## src/rtl/input_debounce.sv

```systemverilog
// Purpose: synchronise and debounce the key1 push-button and the slide switches; optional key auto-repeat under `REPEAT_EN.
// Latency: an input change that stays stable is reported DEBOUNCE_CYCLES+3 cycles after the pad is first sampled (2 sync flops + arm + count).
// Backpressure: none. Pulses last one cycle and are never held, so consumers must sample every cycle.
module input_debounce #(
  parameter int unsigned DEBOUNCE_CYCLES = 20'd1000000,
  parameter bit          KEY_ACTIVE_LOW  = 1'b1,
  parameter int unsigned SW_W            = 16,
  parameter int unsigned REPEAT_DELAY    = 32'd25000000,
  parameter int unsigned REPEAT_PERIOD   = 32'd5000000
) (
  input  logic            clk,
  input  logic            rst,
  input  logic            key_raw,
  input  logic [SW_W-1:0] sw_raw,
  output logic            key_level,
  output logic            key_press,
  output logic            key_release,
  output logic [SW_W-1:0] sw_out,
  output logic            sw_changed
);

  localparam int unsigned CW = $clog2(DEBOUNCE_CYCLES);
  localparam logic [CW-1:0] CNT_MAX = CW'(DEBOUNCE_CYCLES - 1);

  localparam logic [1:0] IDLE    = 2'd0;
  localparam logic [1:0] ARM     = 2'd1;
  localparam logic [1:0] PRESSED = 2'd2;
  localparam logic [1:0] DISARM  = 2'd3;

  // Reject parameter values the counters cannot represent.
  if (DEBOUNCE_CYCLES < 2 || DEBOUNCE_CYCLES > 32'h00FF_FFFF ||
      REPEAT_DELAY < 1 || REPEAT_PERIOD < 1) begin : g_bad_param
    $error("input_debounce: illegal parameter value");
  end

  // Key is normalised so that 1 always means "pressed" from here on.
  logic key_norm;
  assign key_norm = KEY_ACTIVE_LOW ? ~key_raw : key_raw;

  logic            k_m, k_s;
  logic [SW_W-1:0] sw_m, sw_s;
  logic [1:0]      state;
  logic [CW-1:0]   kcnt;
  logic [SW_W-1:0] sw_cand;
  logic [CW-1:0]   scnt;
  logic            rep_fire;

  // Two-flop synchronisers for the asynchronous pads.
  always_ff @(posedge clk) begin
    if (!rst) begin
      k_m  <= 1'b0;
      k_s  <= 1'b0;
      sw_m <= '0;
      sw_s <= '0;
    end else begin
      k_m  <= key_norm;
      k_s  <= k_m;
      sw_m <= sw_raw;
      sw_s <= sw_m;
    end
  end

  // Key FSM: a level change is accepted only after DEBOUNCE_CYCLES stable cycles.
  always_ff @(posedge clk) begin
    if (!rst) begin
      state       <= IDLE;
      kcnt        <= '0;
      key_level   <= 1'b0;
      key_press   <= 1'b0;
      key_release <= 1'b0;
    end else begin
      key_press   <= 1'b0;
      key_release <= 1'b0;
      case (state)
        IDLE: begin
          if (k_s) begin
            state <= ARM;
            kcnt  <= '0;
          end
        end
        ARM: begin
          if (!k_s) begin
            state <= IDLE;
            kcnt  <= '0;
          end else if (kcnt == CNT_MAX) begin
            state     <= PRESSED;
            kcnt      <= '0;
            key_level <= 1'b1;
            key_press <= 1'b1;
          end else begin
            kcnt <= kcnt + 1'b1;
          end
        end
        PRESSED: begin
          if (!k_s) begin
            state <= DISARM;
            kcnt  <= '0;
          end else if (rep_fire) begin
            key_press <= 1'b1;
          end
        end
        default: begin // DISARM
          if (k_s) begin
            // Bounce back to pressed: no pulse, level never dropped.
            state <= PRESSED;
            kcnt  <= '0;
          end else if (kcnt == CNT_MAX) begin
            state       <= IDLE;
            kcnt        <= '0;
            key_level   <= 1'b0;
            key_release <= 1'b1;
          end else begin
            kcnt <= kcnt + 1'b1;
          end
        end
      endcase
    end
  end

`ifdef REPEAT_EN
  localparam logic [31:0] RD_MAX = 32'(REPEAT_DELAY - 1);
  localparam logic [31:0] RP_MAX = 32'(REPEAT_PERIOD - 1);

  logic [31:0] rcnt;
  logic        rep_phase; // 0 = waiting for first repeat, 1 = periodic repeats

  assign rep_fire = (state == PRESSED) && k_s &&
                    (rep_phase ? (rcnt == RP_MAX) : (rcnt == RD_MAX));

  // Auto-repeat timer: runs only while stably pressed, restarts on every (re)entry.
  always_ff @(posedge clk) begin
    if (!rst) begin
      rcnt      <= '0;
      rep_phase <= 1'b0;
    end else if (state != PRESSED || !k_s) begin
      rcnt      <= '0;
      rep_phase <= 1'b0;
    end else if (rep_fire) begin
      rcnt      <= '0;
      rep_phase <= 1'b1;
    end else begin
      rcnt <= rcnt + 1'b1;
    end
  end
`else
  assign rep_fire = 1'b0;
`endif

  // Switch vector: one shared window, so multi-bit changes commit together.
  always_ff @(posedge clk) begin
    if (!rst) begin
      sw_cand    <= '0;
      scnt       <= '0;
      sw_out     <= '0;
      sw_changed <= 1'b0;
    end else begin
      sw_changed <= 1'b0;
      if (sw_s != sw_cand) begin
        sw_cand <= sw_s;
        scnt    <= '0;
      end else if (sw_cand != sw_out) begin
        if (scnt == CNT_MAX) begin
          sw_out     <= sw_cand;
          sw_changed <= 1'b1;
          scnt       <= '0;
        end else begin
          scnt <= scnt + 1'b1;
        end
      end else begin
        scnt <= '0;
      end
    end
  end

endmodule

```

## config.mk

```make
export PLATFORM = sky130hd
export DESIGN_NAME = input_debounce
export DESIGN_NICKNAME = d
export VERILOG_FILES = /design/src/rtl/input_debounce.sv
export SDC_FILE = /design/constraint.sdc
export NUM_CORES = 1
export LEC_CHECK = 0
export CELL_PAD_IN_SITES_DETAIL_PLACEMENT = 0
export CELL_PAD_IN_SITES_GLOBAL_PLACEMENT = 2
export CORE_ASPECT_RATIO = 1.25
export CORE_UTILIZATION = 35
export DETAILED_ROUTE_END_ITERATION = 8
export HOLD_SLACK_MARGIN = 0.12
export PLACE_DENSITY = 0.87
export SLEW_MARGIN = 20
export SYNTH_ARGS = -nofsm -noshare
export SYNTH_HDL_FRONTEND = slang
export SYNTH_SLANG_ARGS = --single-unit
```

## constraint.sdc

```tcl
create_clock -name clk -period 2.85 [get_ports clk]
set_clock_uncertainty 0.15 [all_clocks]
set_input_delay 0.285 -clock clk [delete_from_list [all_inputs] [get_ports clk]]
set_output_delay 0.285 -clock clk [all_outputs]
set_load 0.1 [all_outputs]
```

==> summary.txt, run 1 <==
Critical path
  • Required time at the endpoint of the critical path: around 3.0 ns
  • Crit path capture type: flip-flop
  • Startpoint types: flip-flop
  • Peak fanout along the critical path: 9
  • Critical path class: flip-flop to flip-flop
  • Worst endpoint data arrival time: roughly 2.5 ns
  • Register-to-register path setup slack: about 0.45 ns
  • Number of cells on the worst reg-to-reg path: 7

Clocking
  • Cell at the root of the clock tree: clkbuf_16
  • Longest Clk Path Bufs: 2
  • TritonCTS clock tree: built
  • Level count of the clock H-tree: 3
  • Clk slew on worst S/H paths: around 0.08 ns
  • Quantity of hold-fixing buffers added after cts: 0
  • Cts repair resizes: 0
  • Insertion delay of the later-clocked pin in the worst-skew pair: about 0.35 ns
  • Post-CTS setup buffer count: 0
  • Total clock sinks: 112
  • TritonCTS Buffers: 9

Power
  • Largest vdd supply drop: 269.8 µV
  • Power density of the placed cells: 570.8 nW/µm²
  • Sum of internal, switching and leakage power: roughly 3.0 mW
  • Leakage component of the power: between 1.5 and 2 nW

Drt
  • Initial DRT Pass Iterations: 4
  • ANT nets after route: 0
  • Drt total wl: 7.952 mm
  • DRC viols: 0
  • Total number of vias: roughly 3000
  • Vias per Instance: ~4.5
  • Drt first-iter violations: just over 80
  • Final routed wire length divided by cell count: roughly 12 µm

Synthesis
  • Synth Register Bits: 112
  • Total of warnings raised by yosys: 0
  • Area fraction in compound gates after synthesis: roughly 2.6%
  • Most common cell in the netlist: dfxtp_1
  • Portion of the post-synthesis area used by sequential elements: between 40% and 50%
  • Main combinational cell family by area after synthesis: simple AND/OR/NAND/NOR gates
  • Commonest register cell after synthesis: dfxtp_1
  • Mapped Nets: between 400 and 500
  • Adder and majority gate portion of the synthesized area: under 10%
  • Post-synth EDFFs: 0
  • Average size of a mapped cell: between 9 and 10 µm²
  • Async set-or-reset flop fraction in the synthesized netlist: 0%
  • Synth unique cells: 42
  • Instance count of the mapped netlist: 466
  • Mux cell area share after synthesis: 4.595%
  • Post-synth top cells: dfxtp_1, nand2_1, and2_1
  • Cell area after synthesis: roughly 4500 µm²
  • Portion of synthesized cell area occupied by the leading cell type: around half
  • Top cells by area in the synthesized netlist: dfxtp_1, and2_1, xnor2_1, xor2_1, nand2_1
  • Biggest area consumer among synthesized cells: dfxtp_1
  • Xor and xnor fraction of the mapped netlist area: approximately an eighth
  • Fraction of the mapped netlist area in simple logic gates: a little over a quarter

Floorplanning
  • Initial Util: 36.44%
  • Area of the core: ~12000 µm²
  • Die outline area: 13300 µm²
  • Number of standard-cell rows in the floorplan: 45
  • Ports placed on the boundary: 39
  • Horizontal extent of the die: between 100 and 150 µm
  • Die height: 128.7 µm

Global route
  • Maximum number of pins on one net before global-route repair: just under 90
  • Overflow left after global routing: 0
  • Overall track demand over capacity in global routing: ~13%
  • Wire length of the first global-routing pass: 13.30 mm
  • Number of global-route vias before repair: 2904
  • Antenna violations before repair: 0

Layout
  • Fillers: 1219
  • Share of cells above drive strength 1: 10.61%
  • Number of antenna diodes: 0
  • Final nets: about 530
  • Finished Cell Area: ~5300 µm²
  • Final cell count without fillers: roughly 670
  • Syn-to-layout area delta: 17.71%
  • Post-Route Utilization: roughly 43%

Flow run
  • Maximum Capacitance Violations: 0

STA
  • Pins over their slew limit: 0
  • Hold Fails Final Rpt: 0
  • Slew of the pin with the lowest slew margin: just under 0.8 ns
  • Worst hold margin: around 0.14 ns
  • Setup ws final: between 0.4 and 0.5 ns
  • Unrepaired setup endpoints after global routing: false
  • Time the final worst path needs with I/O delays and setup: between 2 and 2.5 ns
  • Headroom to the max-slew limit: a little under half
  • Summed negative setup slack over all endpoints: 0 ns
  • Fraction of the cycle the final worst path needs: between 80 and 90%
  • Fmax: ~420 MHz
  • Setup violations, final: 0

Place
  • DP Area: between 4000 and 5000 µm²
  • Dpl ws: approximately 0.47 ns
  • Cell Count Post-Placement: between 600 and 700
  • Placer congestion estimate: between 0.7 and 0.8
  • Dpl hpwl: roughly 5.6 mm
  • Port buffer count: 38

Min path
  • Type of the tightest min-delay check: input pin to flip-flop
  • Hold Path Stages: 3

Status
  • Result of the run: finished, final reports clean
[registers in the layout, indices dropped and copies added (netlist names), 16 cells and up, named ones only]
signal and count:
sw_s 16, sw_out 16, sw_m 16, sw_cand 16, kcnt 20, scnt 20
[layer usage]
metal / GRT usage (%) / vias to the layer above / share of wire, %
met5: 0 / - / 0
met4: 6.959 / 0 / 2.0
met3: 2.336 / 10 / 2.1
met2: 20.22 / 32 / 45
met1: 16.97 / 1363 / 51
li1: - / 1619 / -
[final timing paths]
| check | from | endpoint |
|---|---|---|
| min | rst | k_m |
| min reg2reg | sw_m[9] | sw_s[9] |
| max | state[0] | kcnt[13] |
| max reg2reg | state[0] | kcnt[13] |
[placed cells by master (no fill, tap or decap), types with 2 or more instances in the layout]
cell type / netlist / final
dfxtp_1: 112 / 112
xor2_1: 32 / 32
clkbuf_16: 0 / 9
xnor2_1: 33 / 33
or2_2: 2 / 2
nor2_1: 45 / 45
and3_1: 2 / 2
mux2i_1: 18 / 18
and4_1: 5 / 5
inv_6: 0 / 2
nand3_1: 16 / 16
clkinv_4: 0 / 2
a31oi_1: 3 / 3
buf_4: 1 / 26
ha_1: 6 / 6
nand2_1: 56 / 56
nand4_1: 11 / 11
clkdlybuf4s50_1: 0 / 17
a21oi_1: 4 / 4
inv_1: 7 / 7
nand3b_1: 2 / 2
nor4_1: 9 / 9
nor3_2: 3 / 3
and2_1: 52 / 52
nor3_1: 8 / 8
o21ai_0: 6 / 6
[power by group]
part	internal, mW	total (mW)	switching (mW)
sequential	1.59	1.61	0.0184
combinational	0.0609	0.116	0.0555
clock	0.698	1.29	0.592
total	2.35	3.02	0.666
[cells by family (layout without fill, tap and decap cells)]
| kind of cell | count (synthesis) | in the layout |
|---|---|---|
| DFF | 112 | 112 |
| adders and majority gates | 6 | 6 |
| xor gates and xnor gates | 65 | 65 |
| AOI/OAI and AO/OA | 18 | 18 |
| muxes | 20 | 20 |
| and+or+nand+nor | 221 | 221 |
| buffers and inverters | 24 | 67 |
[worst max-delay path, cell delays in order (launching register included)]
cell and delay, ns:
dfxtp_1 0.37, inv_1 0.10, ha_1 0.26, mux2_4 0.32, or4_4 0.63, nor4b_2 0.27, nand2_1 0.07, a31oi_1 0.15
[cell type report]
cell class,instances,area [µm²],share of cell area (%)
sequential,112,2242,42.39
clock inverter,6,76.32,1.443
inverter,7,26.28,0.4968
tap,164,205.2,3.880
timing repair buffer,44,370.4,7.003
clock buffer,10,229.0,4.329
multi-input combinational,330,2140,40.45
No activity file was read; power rests on OpenSTA's default activity.
==> run 2: changes to the inputs <==
==> constraint.sdc (replaced) <==
create_clock -name clk -period 2.5 [get_ports clk]
set_clock_uncertainty 0.15 [all_clocks]
set_input_delay 0.25 -clock clk [delete_from_list [all_inputs] [get_ports clk]]
set_output_delay 0.25 -clock clk [all_outputs]
set_load 0.1 [all_outputs]
==> summary.txt, run 2 (synthesis gave the netlist of run 1 again) <==
Status
  • Result of the run: finished, final reports clean

Power
  • Sum of internal, switching and leakage power: 3.408 mW (+13%)
  • Internal power: 2.674 mW (+14%)
  • Net switching power: 0.7335 mW (+10%)
  • Power density of the placed cells: 638.7 nW/µm² (+12%)
  • Leakage component of the power: 1.944 nW (+1.1%)
  • Clock network fraction of total power: 42.0% (-0.7 points)
  • Largest vdd supply drop: 278.5 µV (+3.2%)
  • Sw frac: 21.52% (-0.53 points)
  • Relative contribution of sequential cells to total power: 53.9% (+0.5 points)
  • Logic gate share of total power: 4.1% (+0.2 points)

Global route
  • Maximum number of pins on one net before global-route repair: 81 (-6.9%)
  • Overall track demand over capacity in global routing: 13.12% (+0.12 points)
  • Number of global-route vias before repair: 2946 (+1.4%)
  • Overflow left after global routing: 0 (unchanged)
  • Antenna violations before repair: 0 (unchanged)
  • Wire length of the first global-routing pass: 13.33 mm (+0.26%)

Drt
  • Drt total wl: 8.022 mm (+0.88%)
  • Met3 layer wire length in the routed design: 260 µm (+54%)
  • Metal1 wirelength: 4.032 mm (-1.1%)
  • WL met2: 3.614 mm (+1.9%)
  • Initial DRT Pass Iterations: 4 (unchanged)
  • ANT nets after route: 0 (unchanged)
  • Final routed wire length divided by cell count: 11.85 µm (+0.28%)
  • Highest metal used: met4
  • Drt first-iter violations: 92 (+14%)
  • Vias per Instance: 4.561 (+1.5%)
  • DRC viols: 0 (unchanged)
  • Total number of vias: 3088 (+2.1%)

STA
  • Fraction of the cycle the final worst path needs: 91.58% (+7.4 points)
  • Fmax: 436.8 MHz (+4.8%)
  • Headroom to the max-slew limit: 58.56% (+11 points)
  • Summed negative setup slack over all endpoints: 0 ns (unchanged)
  • Slew of the pin with the lowest slew margin: 0.6215 ns (-0.1586 ns)
  • Hold Fails Final Rpt: 0 (unchanged)
  • Time the final worst path needs with I/O delays and setup: 2.289 ns (-0.1102 ns)
  • Unrepaired setup endpoints after global routing: false
  • Setup ws final: 0.2106 ns (-0.2398 ns)
  • Pins over their slew limit: 0 (unchanged)
  • Setup violations, final: 0 (unchanged)

Layout
  • Share of cells above drive strength 1: 11.70% (+1.1 points)
  • Number of antenna diodes: 0 (unchanged)
  • Most common cell after layout, fill and taps aside: dfxtp_1
  • Fillers: 1220 (+0.082%)
  • Largest registers ranked by flip-flop count: kcnt: 20 flops, scnt: 20 flops
  • Post-Route Utilization: 43.27% (+0.38 points)
  • Final cell count without fillers: 677 (+0.59%)
  • Commonest cells after routing, fill and taps aside: dfxtp_1, nand2_1, and2_1
  • Final nets: 534 (+0.95%)
  • Syn-to-layout area delta: 18.74%

Floorplanning
  • Number of standard-cell rows in the floorplan: 45 (unchanged)
  • Ports placed on the boundary: 39 (unchanged)
  • Area of the core: 12330 µm² (unchanged)
  • Horizontal extent of the die: 103.3 µm (unchanged)
  • Initial Util: 36.44% (unchanged)
  • Die outline area: 13300 µm² (unchanged)
  • Die height: 128.7 µm (unchanged)

Critical path
  • Delay of the slowest cell on the worst path: 0.51 ns (-0.12 ns)
  • Peak fanout along the critical path: 9 (unchanged)
  • Worst endpoint data arrival time: 2.41 ns (-0.12 ns)
  • Startpoint types: flip-flop
  • Slowest cell on the critical path: or4_4
  • Crit path capture type: flip-flop
  • Cells traversed along the worst timing path: inv_1, ha_1, mux2_4, or4_4, nor4b_2, nand2_1, a31oi_1
  • Required time at the endpoint of the critical path: 2.62 ns (-0.36 ns)
  • Critical path class: flip-flop to flip-flop

Place
  • Dpl ws: 0.1163 ns (-0.3568 ns)
  • Placer congestion estimate: 0.7377 (+3.3%)
  • Cell Count Post-Placement: 661 (+0.61%)
  • Dpl hpwl: 5.612 mm (+0.62%)
  • Port buffer count: 38 (unchanged)

Clocking
  • Insertion delay of the later-clocked pin in the worst-skew pair: 0.35 ns (about the same)
  • Cts repair resizes: 0 (unchanged)
  • TritonCTS clock tree: built
  • TritonCTS Buffers: 9 (unchanged)
  • Level count of the clock H-tree: 3 (unchanged)
  • Cell at the root of the clock tree: clkbuf_16
  • Clk slew on worst S/H paths: 0.07 ns (about the same)
  • Total clock sinks: 112 (unchanged)
  • Longest Clk Path Bufs: 2 (unchanged)

Flow run
  • Maximum Capacitance Violations: 0 (unchanged)

Min path
  • Type of the tightest min-delay check: flip-flop to flip-flop
[run 2: changes by cell type in the layout (fill, tap and decap cells not counted), sizes merged]
cell / previous run / this run
clkinvlp: 0 / 1
inv: 10 / 9
dlygate4sd3: 0 / 1
clkinv: 2 / 1
buf: 27 / 31
[run 2: through the flow]
step | area (µm²) | hold slack, ns
after floorplan | 4497 | 0.1667
after global placement | 5030 | 0.2648
after detailed placement | 5030 | 0.2684
after CTS | 5335 | 0.2669
after global routing | 5335 | 0.2978
final | 5335 | 0.2762
[run 2: worst max-delay path: cells and delay by family, from the launching register on]
family | cells | cell delay [ns]
AND/OR/NAND/NOR | 3 | 0.86
flip-flops | 1 | 0.37
multiplexers | 1 | 0.32
adder cells (fa/ha/maj) | 1 | 0.26
AO/OA/AOI/OAI | 1 | 0.16
buffers and inverters | 1 | 0.10
[run 2: final cells by class]
class                   count  area, µm²  area share, %
clock inverters             5      66.31          1.243
flip-flops and latches    112       2246          42.10
well taps                 164      205.2          3.846
multi-input cells         330       2140          40.10
repair buffers             49      422.9          7.927
clock buffers              10      229.0          4.292
inverters                   7      26.28         0.4925
[run 2: per-layer routing]
metal | track usage (%) | up-vias
li1 | - | 1624
met1 | 16.84 | 1417
met2 | 20.06 | 39
met3 | 3.694 | 8
met4 | 6.462 | 0
met5 | 0 | -
[run 2: worst paths after layout]
| kind | from | end | slack, ns | cells past startpoint |
|---|---|---|---|---|
| max | state[0] | kcnt[13] | 0.21 | 7 |
| min | sw_m[5] | sw_s[5] | 0.28 | 1 |
| max reg2reg | state[0] | kcnt[13] | 0.21 | 7 |
| min reg2reg | sw_m[5] | sw_s[5] | 0.28 | 1 |
[run 2: power by group through the flow]
stage,logic [mW],registers (mW),clock network [mW]
global placement,0.138,1.88,0
finish,0.138,1.84,1.43
detailed placement,0.140,1.88,0
global route,0.155,1.84,1.54
CTS,0.141,1.84,1.49
floorplan,0.0877,1.87,0
[run 2: what timing repair did]
item / 4_1_cts / 5_1_grt
endpoints found under the setup margin: 0 / 1
hold buffers: 1 / 0
setup buffers: 0 / 0
hold endpoints to repair: 5 / 0
==> run 3: changes to the inputs <==
--- a/config.mk
+++ b/config.mk
@@ -5,13 +5,14 @@
 export SDC_FILE = /design/constraint.sdc
 export NUM_CORES = 1
 export LEC_CHECK = 0
+export ABC_AREA = 1
 export CELL_PAD_IN_SITES_DETAIL_PLACEMENT = 0
 export CELL_PAD_IN_SITES_GLOBAL_PLACEMENT = 2
 export CORE_ASPECT_RATIO = 1.25
-export CORE_UTILIZATION = 35
+export CORE_UTILIZATION = 33
 export DETAILED_ROUTE_END_ITERATION = 8
 export HOLD_SLACK_MARGIN = 0.12
-export PLACE_DENSITY = 0.87
+export PLACE_DENSITY = 0.89
 export SLEW_MARGIN = 20
 export SYNTH_ARGS = -nofsm -noshare
 export SYNTH_HDL_FRONTEND = slang
==> constraint.sdc (replaced) <==
create_clock -name clk -period 2.5 [get_ports clk]
set_clock_uncertainty 0.15 [all_clocks]
set_input_delay 0.25 -clock clk [delete_from_list [all_inputs] [get_ports clk]]
set_output_delay 0.25 -clock clk [all_outputs]
set_load 0.01 [all_outputs]
==> summary.txt, run 3 <==
Global route
  • Antenna violations before repair: 0 (unchanged)
  • Overflow left after global routing: 0 (unchanged)
  • Overall track demand over capacity in global routing: 13.81% (+0.69 points)
  • Maximum number of pins on one net before global-route repair: 66 (-19%)
  • Wire length of the first global-routing pass: 17.84 mm (+34%)
  • Number of global-route vias before repair: 3938 (+34%)

Clocking
  • Post-CTS setup buffer count: 0 (unchanged)
  • TritonCTS Buffers: 9 (unchanged)
  • Cts repair resizes: 0 (unchanged)
  • TritonCTS clock tree: built
  • Level count of the clock H-tree: 3 (unchanged)
  • Quantity of hold-fixing buffers added after cts: 1 (unchanged)
  • Insertion delay of the later-clocked pin in the worst-skew pair: 0.36 ns (about the same)
  • Cell at the root of the clock tree: clkbuf_16
  • Clk slew on worst S/H paths: 0.07 ns (about the same)
  • Total clock sinks: 112 (unchanged)
  • Longest Clk Path Bufs: 2 (unchanged)

Drt
  • DRC viols: 0 (unchanged)
  • Total number of vias: 4254 (+38%)
  • Drt total wl: 10.59 mm (+32%)
  • ANT nets after route: 0 (unchanged)
  • Drt first-iter violations: 176 (+91%)
  • Final routed wire length divided by cell count: 10.73 µm (-9.5%)
  • Vias per Instance: 4.310 (-5.5%)
  • Initial DRT Pass Iterations: 6 (+2)

Floorplanning
  • Number of standard-cell rows in the floorplan: 51 (+13%)
  • Die outline area: 16430 µm² (+24%)
  • Die height: 143.1 µm (+11%)
  • Ports placed on the boundary: 39 (unchanged)
  • Initial Util: 33.74% (-2.7 points)
  • Area of the core: 15570 µm² (+26%)
  • Horizontal extent of the die: 114.8 µm (+11%)

Synthesis
  • Main combinational cell family by area after synthesis: simple AND/OR/NAND/NOR gates
  • Biggest area consumer among synthesized cells: dfxtp_1
  • Most common cell in the netlist: nand2_1
  • Total of warnings raised by yosys: 0 (unchanged)
  • Adder and majority gate portion of the synthesized area: 1.429% (-0.24 points)
  • Average size of a mapped cell: 7.156 µm² (-26%)
  • Area fraction in compound gates after synthesis: 2.501% (-0.12 points)
  • Top cells by area in the synthesized netlist: dfxtp_1, nand2_1, inv_1, nor2_1, nand4_1
  • Xor and xnor fraction of the mapped netlist area: 4.502% (-8.2 points)
  • Commonest register cell after synthesis: dfxtp_1
  • Synth unique cells: 40 (-4.8%)
  • Instance count of the mapped netlist: 734 (+58%)
  • Fraction of the mapped netlist area in simple logic gates: 36.33% (+10 points)
  • Mux cell area share after synthesis: 0% (-4.6 points)
  • Portion of synthesized cell area occupied by the leading cell type: 42.69% (-7.2 points)
  • Post-synth EDFFs: 0 (unchanged)
  • Cell area after synthesis: 5253 µm² (+17%)
  • Async set-or-reset flop fraction in the synthesized netlist: 0% (unchanged)
  • Post-synth top cells: nand2_1, inv_1, dfxtp_1
  • Portion of the post-synthesis area used by sequential elements: 42.69% (-7.2 points)
  • Mapped Nets: 759 (+55%)
  • Synth Register Bits: 112 (unchanged)

Flow run
  • Maximum Capacitance Violations: 0 (unchanged)

STA
  • Unrepaired setup endpoints after global routing: false
  • Fraction of the cycle the final worst path needs: 85.18% (-6.4 points)
  • Setup violations, final: 0 (unchanged)
  • Hold Fails Final Rpt: 0 (unchanged)
  • Pins over their slew limit: 0 (unchanged)
  • Time the final worst path needs with I/O delays and setup: 2.130 ns (-0.1599 ns)
  • Slew of the pin with the lowest slew margin: 0.6578 ns (+0.03631 ns)
  • Worst hold margin: 0.2638 ns (-0.01237 ns)
  • Fmax: 469.6 MHz (+7.5%)
  • Summed negative setup slack over all endpoints: 0 ns (unchanged)
  • Headroom to the max-slew limit: 56.14% (-2.4 points)
  • Setup ws final: 0.3705 ns (+0.1599 ns)

Power
  • Sum of internal, switching and leakage power: 3.536 mW (+3.8%)
  • Power density of the placed cells: 577.4 nW/µm² (-9.6%)
  • Largest vdd supply drop: 304.2 µV (+9.2%)
  • Leakage component of the power: 2.775 nW (+43%)

Layout
  • Area occupied by multi-input gates: 2351 µm² (+9.9%)
  • Post-Route Utilization: 39.34% (-3.9 points)
  • Most common cell after layout, fill and taps aside: nand2_1
  • Share of cells above drive strength 1: 10.32% (-1.4 points)
  • Number of antenna diodes: 0 (unchanged)
  • Commonest cells after routing, fill and taps aside: nand2_1, inv_1, dfxtp_1
  • Largest registers ranked by flip-flop count: kcnt: 20 flops, scnt: 20 flops
  • Sequential cell area in the final layout: 2242 µm² (-0.17%)
  • Syn-to-layout area delta: 16.60%
  • Final nets: 795 (+49%)
  • Fillers: 1670 (+37%)

Status
  • Result of the run: finished, final reports clean

Min path
  • Type of the tightest min-delay check: flip-flop to flip-flop

Critical path
  • Required time at the endpoint of the critical path: 2.58 ns (-0.04 ns)
  • Peak fanout along the critical path: 16 (+7)
  • Worst endpoint data arrival time: 2.21 ns (-0.20 ns)
  • Crit path capture type: flip-flop
  • Startpoint types: flip-flop
  • Critical path class: flip-flop to flip-flop

Place
  • Port buffer count: 38 (unchanged)
  • Dpl ws: 0.3576 ns (+0.2413 ns)
  • Dpl hpwl: 7.720 mm (+38%)
  • Placer congestion estimate: 0.7845 (+6.3%)
## run 3: final cells by class
| cell class | instances | area share [%] |
|---|---|---|
| sequential | 112 | 36.61 |
| tap | 212 | 4.331 |
| clock inverter | 6 | 1.205 |
| clock buffer | 10 | 3.739 |
| multi-input combinational | 459 | 38.39 |
| inverter | 144 | 8.825 |
| timing repair buffer | 44 | 6.905 |
## run 3: cells by family (layout without fill, tap and decap cells)
group,count (synthesis),after routing
adders and majority gates,6,6
DFF,112,112
and+or+nand+nor,402,402
AOI/OAI and AO/OA,24,24
xor gates and xnor gates,27,27
buffers and inverters,163,204
## run 3: worst max-delay path, stage by stage (launching register included)
cell	delay, ns
dfxtp_1	0.38
ha_1	0.18
nand2_1	0.11
nor2_1	0.11
nand2_1	0.09
inv_1	0.12
nand3_1	0.24
nand3_1	0.16
nand2_2	0.10
nand2_2	0.28
nor2_1	0.09
## run 3: final timing paths
| check | startpoint | slack [ns] | end | cells after the start |
|---|---|---|---|---|
| min | sw_m[12] | 0.26 | sw_s[12] | 2 |
| max | kcnt[0] | 0.37 | kcnt[19] | 10 |
| max reg2reg | kcnt[0] | 0.37 | kcnt[19] | 10 |
| min reg2reg | sw_m[12] | 0.26 | sw_s[12] | 2 |
## run 3: layer usage
metal	global-route usage, %	up-vias	share of wire, %	routed length (µm)
met2	23.15	46	47	5015
met4	5.332	0	1.7	178
met5	0	-	0	0
li1	-	2290	-	-
met3	3.014	16	2.7	289
met1	17.15	1902	48	5105
## run 3: metrics by stage
| stage | cells | area [µm²] |
|---|---|---|
| CTS | 987 | 6125 |
| finish | 987 | 6125 |
| detailed placement | 970 | 5812 |
| global placement | 970 | 5812 |
| floorplan | 734 | 5253 |
| global route | 987 | 6125 |
## run 3: where the power goes
part           total [mW]  internal, mW  leakage, nW  switching (mW)
logic               0.208        0.0810         1.72           0.128
clock network        1.49         0.795        0.148           0.693
registers            1.84          1.82        0.911          0.0216
